===== src/rtl/ro_capture_ctrl.sv =====
// Sequencer and trace buffer for the ring-oscillator sampler: arms, waits for a
// trigger, captures DEPTH adder-tree results and drains them on a valid/ready stream.
module ro_capture_ctrl #(
   parameter  int unsigned N                = 8,
   parameter  int unsigned WIDTH            = 16,
   parameter  int unsigned NUM_SAMPLE_WIDTH = 3,
   parameter  int unsigned DEPTH            = 64,
   parameter  int unsigned TIMEOUT_WIDTH    = 16,
   localparam int unsigned RW               = WIDTH + $clog2(N)
) (
   input  logic                        clk,
   input  logic                        rst_n,
   input  logic                        arm,
   input  logic [NUM_SAMPLE_WIDTH-1:0] cfg_num_samples,
   input  logic                        trig,
   input  logic                        abort,
   output logic                        ro_go,
   output logic [NUM_SAMPLE_WIDTH-1:0] ro_num_samples,
   input  logic [RW-1:0]               ro_result,
   input  logic                        ro_valid,
   output logic [RW-1:0]               rd_data,
   output logic                        rd_valid,
   input  logic                        rd_ready,
   output logic                        rd_last,
   output logic                        busy,
   output logic                        err_timeout
);

   localparam int unsigned AW = $clog2(DEPTH);
   localparam int unsigned CW = AW + 1;
   localparam logic [CW-1:0] DEPTH_C = CW'(DEPTH);
   localparam logic [CW-1:0] LAST_WR = CW'(DEPTH - 1);
   // Watchdog fires on the cycle its count reaches the all-ones value.
   localparam logic [TIMEOUT_WIDTH-1:0] WDOG_FIRE = TIMEOUT_WIDTH'((64'd1 << TIMEOUT_WIDTH) - 64'd2);

   typedef enum logic [1:0] {IDLE, ARMED, CAPTURE, DRAIN} state_t;

   state_t                   state;
   logic [CW-1:0]            wptr;
   logic [CW-1:0]            rptr;
   logic [CW-1:0]            count;
   logic [TIMEOUT_WIDTH-1:0] wdog;
   logic [RW-1:0]            mem [DEPTH];

   logic wr_en;
   logic xfer;
   logic load;

   assign wr_en = (state == CAPTURE) && ro_valid;
   assign xfer  = rd_valid && rd_ready;
   assign load  = !rd_valid || xfer;

   // Trace storage: no reset, contents are only meaningful below wptr.
   always_ff @(posedge clk) begin
      if (wr_en) mem[wptr[AW-1:0]] <= ro_result;
   end

   always_ff @(posedge clk or negedge rst_n) begin
      if (!rst_n) begin
         state          <= IDLE;
         wptr           <= '0;
         rptr           <= '0;
         count          <= '0;
         wdog           <= '0;
         ro_go          <= 1'b0;
         ro_num_samples <= '0;
         rd_data        <= '0;
         rd_valid       <= 1'b0;
         rd_last        <= 1'b0;
         busy           <= 1'b0;
         err_timeout    <= 1'b0;
      end else begin
         case (state)
            IDLE: begin
               if (arm && !abort) begin
                  ro_num_samples <= cfg_num_samples;
                  err_timeout    <= 1'b0;
                  busy           <= 1'b1;
                  state          <= ARMED;
               end
            end
            ARMED: begin
               if (abort) begin
                  busy  <= 1'b0;
                  state <= IDLE;
               end else if (trig) begin
                  ro_go <= 1'b1;
                  wdog  <= '0;
                  wptr  <= '0;
                  state <= CAPTURE;
               end
            end
            CAPTURE: begin
               if (abort) begin
                  ro_go <= 1'b0;
                  wptr  <= '0;
                  busy  <= 1'b0;
                  state <= IDLE;
               end else if (ro_valid) begin
                  wdog <= '0;
                  wptr <= wptr + CW'(1);
                  if (wptr == LAST_WR) begin
                     ro_go <= 1'b0;
                     count <= DEPTH_C;
                     rptr  <= '0;
                     state <= DRAIN;
                  end
               end else if (wdog == WDOG_FIRE) begin
                  // Results stopped arriving: keep whatever was captured.
                  wdog        <= wdog + TIMEOUT_WIDTH'(1);
                  err_timeout <= 1'b1;
                  ro_go       <= 1'b0;
                  rptr        <= '0;
                  if (wptr == '0) begin
                     busy  <= 1'b0;
                     state <= IDLE;
                  end else begin
                     count <= wptr;
                     state <= DRAIN;
                  end
               end else begin
                  wdog <= wdog + TIMEOUT_WIDTH'(1);
               end
            end
            DRAIN: begin
               if (abort || (xfer && rd_last)) begin
                  rd_valid <= 1'b0;
                  rd_last  <= 1'b0;
                  wptr     <= '0;
                  rptr     <= '0;
                  busy     <= 1'b0;
                  state    <= IDLE;
               end else if (load) begin
                  // Refill the output register whenever it is empty or being taken.
                  rd_data  <= mem[rptr[AW-1:0]];
                  rd_valid <= 1'b1;
                  rd_last  <= (rptr == count - CW'(1));
                  rptr     <= rptr + CW'(1);
               end
            end
            default: state <= IDLE;
         endcase
      end
   end

endmodule


===== config.mk =====
export PLATFORM = sky130hd
export DESIGN_NAME = ro_capture_ctrl
export DESIGN_NICKNAME = d
export VERILOG_FILES = /design/src/rtl/ro_capture_ctrl.sv
export SDC_FILE = /design/constraint.sdc
export NUM_CORES = 1
export LEC_CHECK = 0
export BUFFER_PORTS_ARGS = -buffer_cell sky130_fd_sc_hd__buf_4
export CAP_MARGIN = 20
export CELL_PAD_IN_SITES_DETAIL_PLACEMENT = 1
export CELL_PAD_IN_SITES_GLOBAL_PLACEMENT = 1
export CORE_MARGIN = 2
export CORE_UTILIZATION = 35
export CTS_CLUSTER_SIZE = 30
export DETAILED_ROUTE_END_ITERATION = 8
export PLACE_DENSITY = 0.67
export SLEW_MARGIN = 20
export SYNTH_ARGS = -nofsm -noshare
export SYNTH_HDL_FRONTEND = slang
export SYNTH_SLANG_ARGS = --single-unit
export TNS_END_PERCENT = 100

===== constraint.sdc =====
create_clock -name clk -period 2.28 [get_ports clk]
set_input_delay 0.228 -clock clk [delete_from_list [all_inputs] [get_ports clk]]
set_output_delay 0.228 -clock clk [all_outputs]
set_load 0.03 [all_outputs]

# == Word-level counts from Yosys, hierarchy flattened ==
# Memory sizes are Yosys's and may differ from the RTL's. A register that Yosys moved wholly into a read port is not among the register bits.
# Index checks and enable logic that the tools add are counted.
# word_totals
ramBits,1216
memories,1
wordCells,130
out_inout_bits,27
reg_bits,47
# op_classes
addsub,4
n_eq_ne,26
n_bitwise,2
reduce_logical,28
muxes,58
# mem_list
name,depth,width,read_ports,rd_ports_with_merged_regs,wr,line_no,rtl
mem,64,19,1,1,1,43,logic [RW-1:0] mem [DEPTH];
# op_table
operator,count
$mux 7,15
$mux 16,4
$pmux 16 s2,1
$reduce_and 5->1,6
$mux 1,23
$pmux 7 s3,1
$mux 2,9
$add 16x1->16 const B,1
$eq 16x16->1 const B,1
$ne 2x2->1 const B,8
$add 7x1->7 const B,2
$pmux 7 s2,1
$ne 3x2->1 const B,4
$ne 3x3->1 const B,4
$reduce_bool 2->1,5
$ne 4x3->1 const B,2
$pmux 2 s4,1
$eq 7x6->1 const B,1
$eq 7x7->1,1
$logic_not 7->1,1
$sub 7x1->7 const B,1
$reduce_and 6->1,1
$eq 2x2->1 const B,2
$logic_and 1x1->1,4
other kinds (12),19

# == Logic depth before layout (Yosys ltp) ==
# depth
depth_word,6
ltp_mapped,11

# == Least setup slack after synthesis ==
# OpenSTA, ideal clock, no wires.
# synth_timing
path_type,reg-to-reg
from,reg rptr[1]
to,"reg rd_data[0], read port of mem"
period_less_slack_ns,2.320
arrival_time_ns,2.194
path_slack_ns,-0.040
n_path_buf,4
path_stages_with_launch,9
required_ns,2.154
cell_sequence,dfrtp_1 -> buf_2 -> buf_2 -> buf_2 -> clkbuf_1 -> mux4_2 -> a221oi_1 -> o21ai_0 -> o32a_1
# synth_lines
item,line_no,rtl
start: declaration,40,logic [CW-1:0] rptr;
start signal: assignment,138,rptr <= rptr + CW'(1);
end: declaration,21,"output logic [RW-1:0] rd_data,"

==> out/metrics.cfg <==
[cells_and_area]
drive_above_1_share_pct = 35.12
syn_to_final_growth_pct = 23.66
nets = 2907
final_cells = 4868
fin_area_sq_mm = 0.06176
layout_commonest_cell = edfxtp_1
final_cell_mix = edfxtp_1 (1216), buf_4 (287), mux4_2 (252), mux2i_1 (153), clkbuf_16 (143)
antenna_cells = 0

[timing]
finalSetupTns_ps = -5937
worst_slew_pin_slew_ps = 876.6
min_period_over_period_pct = 121.1
relSlewSlack_pct = 41.56
setup_viol = 19
period_minus_slack_ps = 2760
fmax_mhz = 362.3
finClkSkew_ps = 34.32
whs_ps = 10.31
rsz0062_at_grt = yes
slew_violations = 0
final_hold_viol_count = 0
setup_ws_ps = -480.2

[pwr]
power.leakage_nw = 19.95
ir_worst_vdd_uv = 609.6
powerDensity_mw_per_mm2 = 1101

[synthesis]
yosysSeqAreaShare_pct = 76.42
ys_ff_latch = 1282
post-synth-top-area-cell = edfxtp_1
avgSynthCellArea_sq_um = 20.53
syn_nets = 2468
ys_top_cells_by_area = edfxtp_1 (73%), mux4_2 (11%), mux2i_1 (3.4%), dfrtp_1 (3.3%), nor2_1 (0.96%)
ys_warn_count = 0
yosysTopAreaCellShare_pct = 73.11
synth_cells = 2433
synthesis.area_sq_mm = 0.04994
async_reset_ff_share_pct = 5.148
ys_types = 68
ys.flop_type = edfxtp_1
synth_edf_count = 1216

[route]
drcViolationCount = 0
vias = 26909
drt_iter0_drc = 3090
avgRoutedWirePerCell_um = 29.19
dr.pass1.iters = 5
via_per_inst = 5.528
routed_wl_mm = 142.1
ant_nets = 0

[die]
fp-row-count = 138
core-area_sq_mm = 0.1416
start_util_pct = 35.27
die_w_um = 381.8
io_pins = 56
fp.dieH_um = 381.8
dieArea_sq_mm = 0.1457

[outcome]
violations = setup timing
status = finished with violations

[critical_path]
cp_max_fo = 8
reg2reg_from = rptr[0]$_DFFE_PN0P_
path_class = reg -> reg
critPathCaptureType = flip-flop
required_ps = 2880
startpoint = rptr[0]$_DFFE_PN0P_
worstSetupStartpointType = flip-flop
arrival_ps = 3360

[global_routing]
antenna_found_initial = 6
grt_max_degree = 65
grt_pass1_vias = 28070
grt_use_total_pct = 19.28
grt_first_pass_wirelength_mm = 203.4
grt_overflow = 0

[cts]
cts.sinks = 1282
cts.htree.levels = 4
cts_tree = built
clockBufferDepth = 3
cts_made_buffers = 137
clk_pin_slew_worst_paths_ps = 60
clock_tree.root_cell = clkbuf_16
clock_latency_ps = 770

[placement]
gp_congestion = 0.8290
dpl_cell_area_sq_mm = 0.05562
port_buffers = 55
placed_cells = 4554
hpwl_mm = 86.34
dp_slack_ps = -812.5

[worst_hold_path]
hold_path_class = in -> async

[flow_run]
maxCapViolations = 0

metrics by stage:
| step | utilization (%) | power [mW] |
|---|---|---|
| final | 43.62 | 68.00 |
| after floorplan | - | 36.66 |
| after CTS | 43.21 | 67.37 |
| after global placement | 39.28 | 43.11 |
| after global routing | 43.62 | 70.05 |
| after detailed placement | 39.29 | 43.46 |
area by class of cell:
| class | count | area, sq um |
|---|---|---|
| clock buffers | 189 | 3716 |
| clock inverters | 56 | 715.7 |
| fillers | 13336 | 79830 |
| inverters | 14 | 52.55 |
| multi-input cells | 1005 | 11720 |
| flip-flops and latches | 1282 | 38180 |
| well taps | 1890 | 2365 |
| repair buffers | 432 | 5009 |
registers in the layout, summed over array words and instances, names as in the netlist:
name,count
wptr,7
mem,1216
rd_last,1
state,2
rd_valid,1
busy,1
ro_go,1
err_timeout,1
count,7
ro_num_samples,3
rptr,7
wdog,16
rd_data,19
path summary, 6_finish.rpt:
path	end	slack [ps]	cells after the start
worst min-delay path	busy$_DFFE_PN0P_	10	2
worst max register to register	rd_data[12]$_DFFE_PN0P_	-480	12
max in group asynchronous	rd_data[17]$_DFFE_PN0P_	1560	3
worst min register to register	wdog[4]$_DFFE_PN0P_	500	1
worst max-delay path	rd_data[12]$_DFFE_PN0P_	-480	12
min in group clk	mem[24][7]$_DFFE_PP_	30	1
power breakdown:
| group | leakage [nW] | total [mW] | internal [mW] | switching, mW |
|---|---|---|---|---|
| Combinational | 6.04 | 19.2 | 9.60 | 9.61 |
| Clock | 2.13 | 21.9 | 12.6 | 9.36 |
| Sequential | 11.8 | 26.9 | 26.1 | 0.710 |
critical path: stages (launching register included):
cell and delay [ps]:
dfrtp_4 510, buf_12 140, buf_16 150, buf_12 140
buf_16 130, buf_4 130, buf_4 130, mux4_2 410
mux2i_1 170, o22ai_1 130, a2111oi_2 270, buf_4 170
a21oi_1 100
cell families after synthesis:
logic type / synth area share [%]
multiplexers: 14.94
AND/OR/NAND/NOR: 2.435
AO/OA/AOI/OAI: 4.026
flip-flops: 76.42
adder cells (fa/ha/maj): 0.1503
XOR/XNOR: 0.3507
buffers and inverters: 1.679
what timing repair did:
action                                 4_1_cts  5_1_grt
pin swaps                                   18       36
cloned                                      10        4
setup endpoints to repair                   19       21
gates resized for setup                     98       79
endpoints found under the hold margin       86        0
hold buffers                                11        0
buffers inserted                            24       25
cells in the mapped netlist (7+ instances only):
cell type and n:
buf_6 19, nor3_1 15, mux2_2 8, edfxtp_1 1216, nor2_1 128, a22oi_1 33
a22o_1 23, o21ai_0 32, o41ai_1 9, mux4_2 251, a2111oi_0 8, a211oi_1 21
nand2_1 57, nand3_1 18, buf_2 27, dfrtp_1 66, buf_1 7, nand3b_1 8
nand4_1 7, buf_4 19, o22ai_1 36, a31oi_1 12, nand2b_1 8, a21oi_1 36
clkbuf_1 56, xor2_1 15, o32a_1 8, a221oi_1 14, mux2i_1 169, inv_1 14
routing by layer:
layer / up-vias / GRT usage (%) / wire length [um]
li1: 11012 / - / -
met1: 14508 / 26.68 / 58740
met2: 1192 / 30.66 / 67760
met3: 195 / 3.805 / 11410
met4: 2 / 6.226 / 4162
met5: - / 0 / 13
(Power assumes the default switching activity.)
